<file path="config.mk">
export PLATFORM = sky130hd
export DESIGN_NAME = mem_arbiter
export DESIGN_NICKNAME = d
export VERILOG_FILES = /design/src/rtl/mem_arbiter.sv
export SDC_FILE = /design/constraint.sdc
export NUM_CORES = 1
export LEC_CHECK = 0
export BUFFER_PORTS_ARGS = -buffer_cell sky130_fd_sc_hd__buf_2
export CORE_MARGIN = 2
export CORE_UTILIZATION = 25
export DETAILED_ROUTE_END_ITERATION = 8
export PLACE_DENSITY = 0.58
export SYNTH_ARGS = -nofsm -noshare
export SYNTH_HDL_FRONTEND = slang
export SYNTH_SLANG_ARGS = --single-unit
</file>
<file path="constraint.sdc">
create_clock -name clk -period 2.5 [get_ports clk]
set_input_delay 0.5 -clock clk [delete_from_list [all_inputs] [get_ports clk]]
set_output_delay 0.5 -clock clk [all_outputs]
set_load 0.02 [all_outputs]
</file>
<file path="src/rtl/mem_arbiter.sv">
`timescale 1ns/1ps
`default_nettype none
// ============================================================================
//  Module      : mem_arbiter
//  Description : Two-requester arbiter/sequencer for the single-port memory.
//                Port 0 = instruction fetch (if_), port 1 = load/store (ls_).
//                One transaction at a time: IDLE -> ISSUE -> RESP -> IDLE.
//                Default arbitration is round-robin on a 1-bit last_grant.
//                Define MEM_ARB_LS_PRIO_EN for fixed load/store priority.
//  Revision    : 1.0  initial release
// ============================================================================

`ifndef REG_SIZE
`define REG_SIZE 32
`endif

module mem_arbiter #(
    parameter int ADDR_W = `REG_SIZE,
    parameter int DATA_W = `REG_SIZE
) (
    input  logic              clk,
    input  logic              rst,

    input  logic              if_req_valid,
    input  logic [ADDR_W-1:0] if_req_addr,
    output logic              if_req_ready,
    output logic              if_resp_valid,
    output logic [DATA_W-1:0] if_resp_rdata,

    input  logic              ls_req_valid,
    input  logic              ls_req_rw,
    input  logic [ADDR_W-1:0] ls_req_addr,
    input  logic [DATA_W-1:0] ls_req_wdata,
    output logic              ls_req_ready,
    output logic              ls_resp_valid,
    output logic [DATA_W-1:0] ls_resp_rdata,

    output logic              mem_EN,
    output logic              mem_RW,
    output logic [ADDR_W-1:0] mem_addr,
    output logic [DATA_W-1:0] mem_wdata,
    input  logic [DATA_W-1:0] mem_rdata,

    output logic              busy
);

    typedef enum logic [1:0] {
        ST_IDLE  = 2'd0,
        ST_ISSUE = 2'd1,
        ST_RESP  = 2'd2
    } state_t;

    state_t r_state;
    state_t w_state_next;

    // Captured transaction; these registers also drive the memory bus so
    // the bus holds its last values outside ISSUE.
    logic              r_owner;   // 0 = fetch, 1 = load/store
    logic              r_rw;
    logic [ADDR_W-1:0] r_addr;
    logic [DATA_W-1:0] r_wdata;

    logic w_grant_ls;
    logic w_accept;

`ifdef MEM_ARB_LS_PRIO_EN
    // Fixed priority: load/store wins whenever it is requesting.
    always_comb begin
        w_grant_ls = ls_req_valid;
    end
`else
    logic r_last_grant;

    // Round-robin: on contention the port that did not win last time wins;
    // a lone requester always wins.
    always_comb begin
        w_grant_ls = ls_req_valid & (~if_req_valid | ~r_last_grant);
    end

    // Remember the most recently accepted port; fetch wins the first contention.
    always_ff @(posedge clk) begin
        if (rst) begin
            r_last_grant <= 1'b1;
        end else if (w_accept) begin
            r_last_grant <= w_grant_ls;
        end
    end
`endif

    // A request is accepted only in IDLE and never while reset is asserted,
    // since the capture registers would be cleared at that same edge.
    always_comb begin
        w_accept = (r_state == ST_IDLE) & (if_req_valid | ls_req_valid) & ~rst;
    end

    // State register.
    always_ff @(posedge clk) begin
        if (rst) begin
            r_state <= ST_IDLE;
        end else begin
            r_state <= w_state_next;
        end
    end

    // Next-state logic and all FSM-driven outputs.
    always_comb begin
        w_state_next  = r_state;
        if_req_ready  = 1'b0;
        ls_req_ready  = 1'b0;
        if_resp_valid = 1'b0;
        if_resp_rdata = '0;
        ls_resp_valid = 1'b0;
        ls_resp_rdata = '0;
        mem_EN        = 1'b0;
        mem_RW        = r_rw;
        mem_addr      = r_addr;
        mem_wdata     = r_wdata;
        busy          = (r_state != ST_IDLE);

        case (r_state)
            ST_IDLE: begin
                if_req_ready = w_accept & ~w_grant_ls;
                ls_req_ready = w_accept &  w_grant_ls;
                if (w_accept) begin
                    w_state_next = ST_ISSUE;
                end
            end
            ST_ISSUE: begin
                mem_EN       = 1'b1;
                w_state_next = ST_RESP;
            end
            ST_RESP: begin
                // Response is combinational so it is still delivered if
                // reset arrives in this cycle.
                if (r_owner) begin
                    ls_resp_valid = 1'b1;
                    ls_resp_rdata = r_rw ? '0 : mem_rdata;
                end else begin
                    if_resp_valid = 1'b1;
                    if_resp_rdata = mem_rdata;
                end
                w_state_next = ST_IDLE;
            end
            default: begin
                w_state_next = ST_IDLE;
            end
        endcase
    end

    // Capture the winning request at the acceptance edge.
    always_ff @(posedge clk) begin
        if (rst) begin
            r_owner <= 1'b0;
            r_rw    <= 1'b0;
            r_addr  <= '0;
            r_wdata <= '0;
        end else if (w_accept) begin
            r_owner <= w_grant_ls;
            if (w_grant_ls) begin
                r_rw    <= ls_req_rw;
                r_addr  <= ls_req_addr;
                r_wdata <= ls_req_wdata;
            end else begin
                // Fetch is always a read and carries no write data.
                r_rw    <= 1'b0;
                r_addr  <= if_req_addr;
            end
        end
    end

endmodule

`default_nettype wire

</file>
# Yosys cells after proc, flatten, opt, wreduce, memory -nomap -nowiden

Cells that the tools add are included.

Register bits: 69
Output and inout bits: 135
Word-level logic and storage cells: 39

Equal/unequal tests: 3
Mux-type cells: 16
Bitwise operators: 11
Reductions and logical operators: 3

Operators by type and width:

| kind                                                 | number |
|---|---|
| 2-to-1 mux 32 bit                                    | 6 |
| 2-to-1 mux 1 bit                                     | 8 |
| AND 1 bit                                            | 5 |
| inverter 1 bit                                       | 4 |
| one-hot mux 2 bit (2 select lines)                   | 1 |
| equality test 2 x 1 -> 1 bit (second input constant) | 1 |
| equality test 2 bit (second input constant)          | 1 |
| logical NOT 2 bit                                    | 1 |
| 2-to-1 mux 2 bit                                     | 1 |
| inequality test 2 bit (second input constant)        | 1 |
| bitwise OR 1 bit                                     | 2 |
| AND reduction 2 bit                                  | 1 |
| nonzero test 2 bit                                   | 1 |

# Logic depth before layout (Yosys ltp)

Word-level depth: 6
Depth in mapped cells: 5
Mapped depth without buffers: 3

# Least setup slack after synthesis

Ideal clock, no wire load.

Path kind: input -> output
From: in rst
To: out if_req_ready
Data arrival time: 1364 ps
Path slack: 636 ps
Stages: 4
Path buffers: 1
Path through: nor3_4 -> o21ai_2 -> clkbuf_1 -> nor2_1

Word-level cells in the longest chain between the ends: 4

Ends and longest elaborated chain:

| element          | line | RTL |
|---|---|---|
| from (decl)      | 22   | `input logic rst,` |
| inverter 1 bit   | 93   | `w_accept = (r_state == ST_IDLE) & (if_req_valid \| ls_req_valid) & ~rst;` |
| AND 1 bit        | 93   |  |
| AND 1 bit        | 122  | `if_req_ready = w_accept & ~w_grant_ls;` |
| 2-to-1 mux 1 bit | 120  | `case (r_state)` |
| to (decl)        | 26   | `output logic if_req_ready,` |

No other way between the ends.

# Final worst setup path

From: reg r_state[1]
To: out ls_resp_rdata[21]

Word-level cells in the longest chain between the ends: 2

Ends and longest elaborated chain:

| element                | line | RTL |
|---|---|---|
| from (decl)            | 53   | `state_t r_state;` |
| from (signal assigned) | 101  | `r_state <= w_state_next;` |
| equality test 2 bit    | 120  |  |
| 2-to-1 mux 32 bit      | 120  |  |
| to (decl)              | 36   | `output logic [DATA_W-1:0] ls_resp_rdata,` |

No other way between the ends.

==> flow_metrics.py <==
metrics = {
    "pwr": {
        "combPwrFrac": 0.202,
        "p_sw_frac": 0.286,
        "power.leakage_nw": 2.58,
        "pwr-share-clk": 0.404,
        "powerDensity_nw_per_um2": 635,
        "seq_power_share": 0.394,
        "p_sw_mw": 0.905,
        "vdd_drop_max_v": 0.000263,
        "p_int_mw": 2.26,
    },
    "synthesis": {
        "synthFlopType": "dfxtp_1",
        "synth_area_leaders": "dfxtp_1 (43%), and2_1 (13%), mux2i_1 (9.9%), o2bb2ai_1 (8.7%), nand2b_1 (6.2%)",
        "synth_edf_count": 0,
        "avgSynthCellArea_um2": 9.44,
        "synth_top_cell_by_area": "dfxtp_1",
        "synth.distinct_cells": 26,
        "ys_seq_area_frac": 0.429,
        "netlist.area_leader.share": 0.429,
        "synthArstFlopShare": 0,
        "ys_seq_elements": 69,
        "netlist_area_um2": 3220,
        "synth_cells": 341,
        "syn-num-nets": 474,
        "ys_warn_count": 0,
    },
    "timing": {
        "max_freq_mhz": 450,
        "slew_viol_final": 0,
        "tns_ns": 0,
        "whs_ns": 0.397,
        "rsz0062_at_grt": "false",
        "finClkSkew_ns": 0.00782,
        "min_period_over_period": 0.888,
        "setup_ws_ns": 0.280,
        "finalHoldViolations": 0,
        "relSlewSlack": 0.719,
        "final.min_clock_period_ns": 2.22,
        "setup_viol": 0,
        "worst_pin_slew_ns": 0.421,
    },
    "grt": {
        "overflow": 0,
        "grt_max_degree": 49,
        "grt_pass1_wl_um": 16200,
        "grt_antenna_before_repair": 0,
        "grt_usage": 0.143,
        "grt_pass1_vias": 3171,
    },
    "finish": {
        "multi_input_area_um2": 1670,
        "fin_util": 0.395,
        "fill_cells": 1282,
        "final_cell_mix": "buf_2 (267), dfxtp_1 (69), and2_1 (65)",
        "design_area_um2": 4980,
        "diodes": 0,
        "register_area_um2": 1380,
        "layout_commonest_cell": "buf_2",
        "nNetsFinal": 730,
        "syn2layout_area_growth_pct": 54.8,
        "layout-drive-gt1-share": 0.492,
    },
    "detailed_routing": {
        "via_per_inst": 4.33,
        "dr_total_vias": 3348,
        "wl_um": 10200,
        "detail-route-antenna-nets": 0,
        "drtIter0Drc": 157,
        "post-route-drc-count": 0,
        "wl_per_cell_um": 13.2,
        "first_pass_iters": 4,
    },
    "worst_hold_path": {
        "min_path_type": "in -> reg",
        "min_from": "ls_req_wdata[10]",
    },
    "setup_path": {
        "cp-endpoint": "ls_resp_rdata[21]",
        "critPathMaxStageDelay_ns": 0.42,
        "cp_max_fo": 32,
        "crit_chain": "and3b_1 > and2b_2 > and2_1 > buf_2",
        "reg2regPathDepth": 4,
        "crit_slowest_cell": "and2b_2",
        "worstReg2RegStart": "r_state[1]",
        "worstPathArrival_ns": 1.72,
        "rrSetupSlack_ns": 1.10,
        "crit_path_start_kind": "flop",
        "worst_r2r_endpoint": "mem_wdata[23]",
        "path_depth": 4,
        "cp_top_family": "simple AND/OR/NAND/NOR gates",
        "cp_num_buf_inv": 1,
        "crit_type": "reg -> out",
        "critPathCaptureType": "output port",
        "crit_start": "r_state[1]",
        "timing.critical_path.required_ns": 2.00,
    },
    "floorplanning": {
        "dieArea_um2": 13800,
        "core_um2": 12600,
        "start_util": 0.255,
        "io_pins": 268,
        "die_width_um": 118,
        "die_h_um": 118,
        "rows": 41,
    },
    "clock_network": {
        "cts_tree": "done",
        "cts.sinks": 69,
        "post_cts_buffers": 0,
        "numCtsBuffers": 9,
        "cts_max_path_buffers": 2,
        "htree_num_levels": 3,
        "cts-root-buf": "clkbuf_16",
        "clock_latency_ns": 0.32,
        "clk_pin_slew_ns": 0.06,
    },
    "place": {
        "dpl.hpwl_um": 7570,
        "port_buffers": 267,
        "place_area_um2": 4680,
        "place_ws_ns": 0.353,
        "gp_congestion": 0.871,
    },
    "job": {
        "maxCapViolCount": 0,
    },
    "status": {
        "status": "finished clean",
    },
}
-- per-layer routing --
metal  GRT usage  vias to the layer above  routed length [um]
met5           0                        -                   0
met4      0.0452                        0                 128
met3      0.0431                       10                 790
met2       0.232                      150                4700
met1       0.183                     1496                4570
li1            -                     1692                   -
-- registers in the layout, indices dropped and copies added, names as in the netlist --
name	count
r_state	2
mem_wdata	32
r_last_grant	1
mem_addr	32
r_owner	1
mem_RW	1
-- worst min-delay path, stage by stage --
cell     delay, ns
buf_2         0.07
nand3_1       0.05
o21ai_1       0.06
-- cell usage after synthesis, types with 2 or more instances --
master,number
buf_2,10
and2_1,65
nand3_1,32
clkbuf_1,11
mux2i_1,32
nor2b_1,2
buf_6,5
buf_4,4
nand2b_1,32
dfxtp_1,69
o2bb2ai_1,32
o21ai_1,32
nor2_1,2
-- power groups by stage --
stage | registers (mW) | logic, mW | clock network, mW
global placement | 1.27 | 0.642 | 0
detailed placement | 1.27 | 0.648 | 0
floorplan | 1.37 | 0.272 | 0
finish | 1.25 | 0.639 | 1.28
global route | 1.26 | 0.694 | 1.38
CTS | 1.25 | 0.648 | 1.33
-- worst min path at each step --
stage | endpoint | cells past startpoint | slack, ns
after floorplan | r_last_grant | 2 | 0.44
after global placement | mem_addr[0] | 1 | 0.44
after detailed placement | mem_addr[27] | 1 | 0.44
after CTS | mem_RW | 2 | 0.38
after global routing | mem_wdata[7] | 3 | 0.39
final | mem_wdata[10] | 3 | 0.40
-- area by class of cell --
class                   instances  share of cell area
multi-input cells             240               0.335
repair buffers                275               0.283
flip-flops and latches         69               0.277
clock buffers                  11              0.0487
well taps                     172              0.0432
clock inverters                 5              0.0118
inverters                       2             0.00151
-- timing repair --
action / 4_1_cts / 5_1_grt
setup endpoints to repair: 0 / 32
resized for setup: 0 / 1
hold buffers: 0 / 0
-- kinds of logic after synthesis --
| kind of cell | share of synthesized area |
|---|---|
| buffers and inverters | 0.0575 |
| AND/OR/NAND/NOR | 0.260 |
| AO/OA/AOI/OAI | 0.154 |
| flip-flops | 0.429 |
| multiplexers | 0.0995 |
-- per-stage QoR --
step	total power, mW	std cells
final	3.16	774
after global routing	3.33	774
after CTS	3.22	774
after detailed placement	1.92	758
after global placement	1.91	758
after floorplan	1.64	341
(Power assumes the default switching activity.)
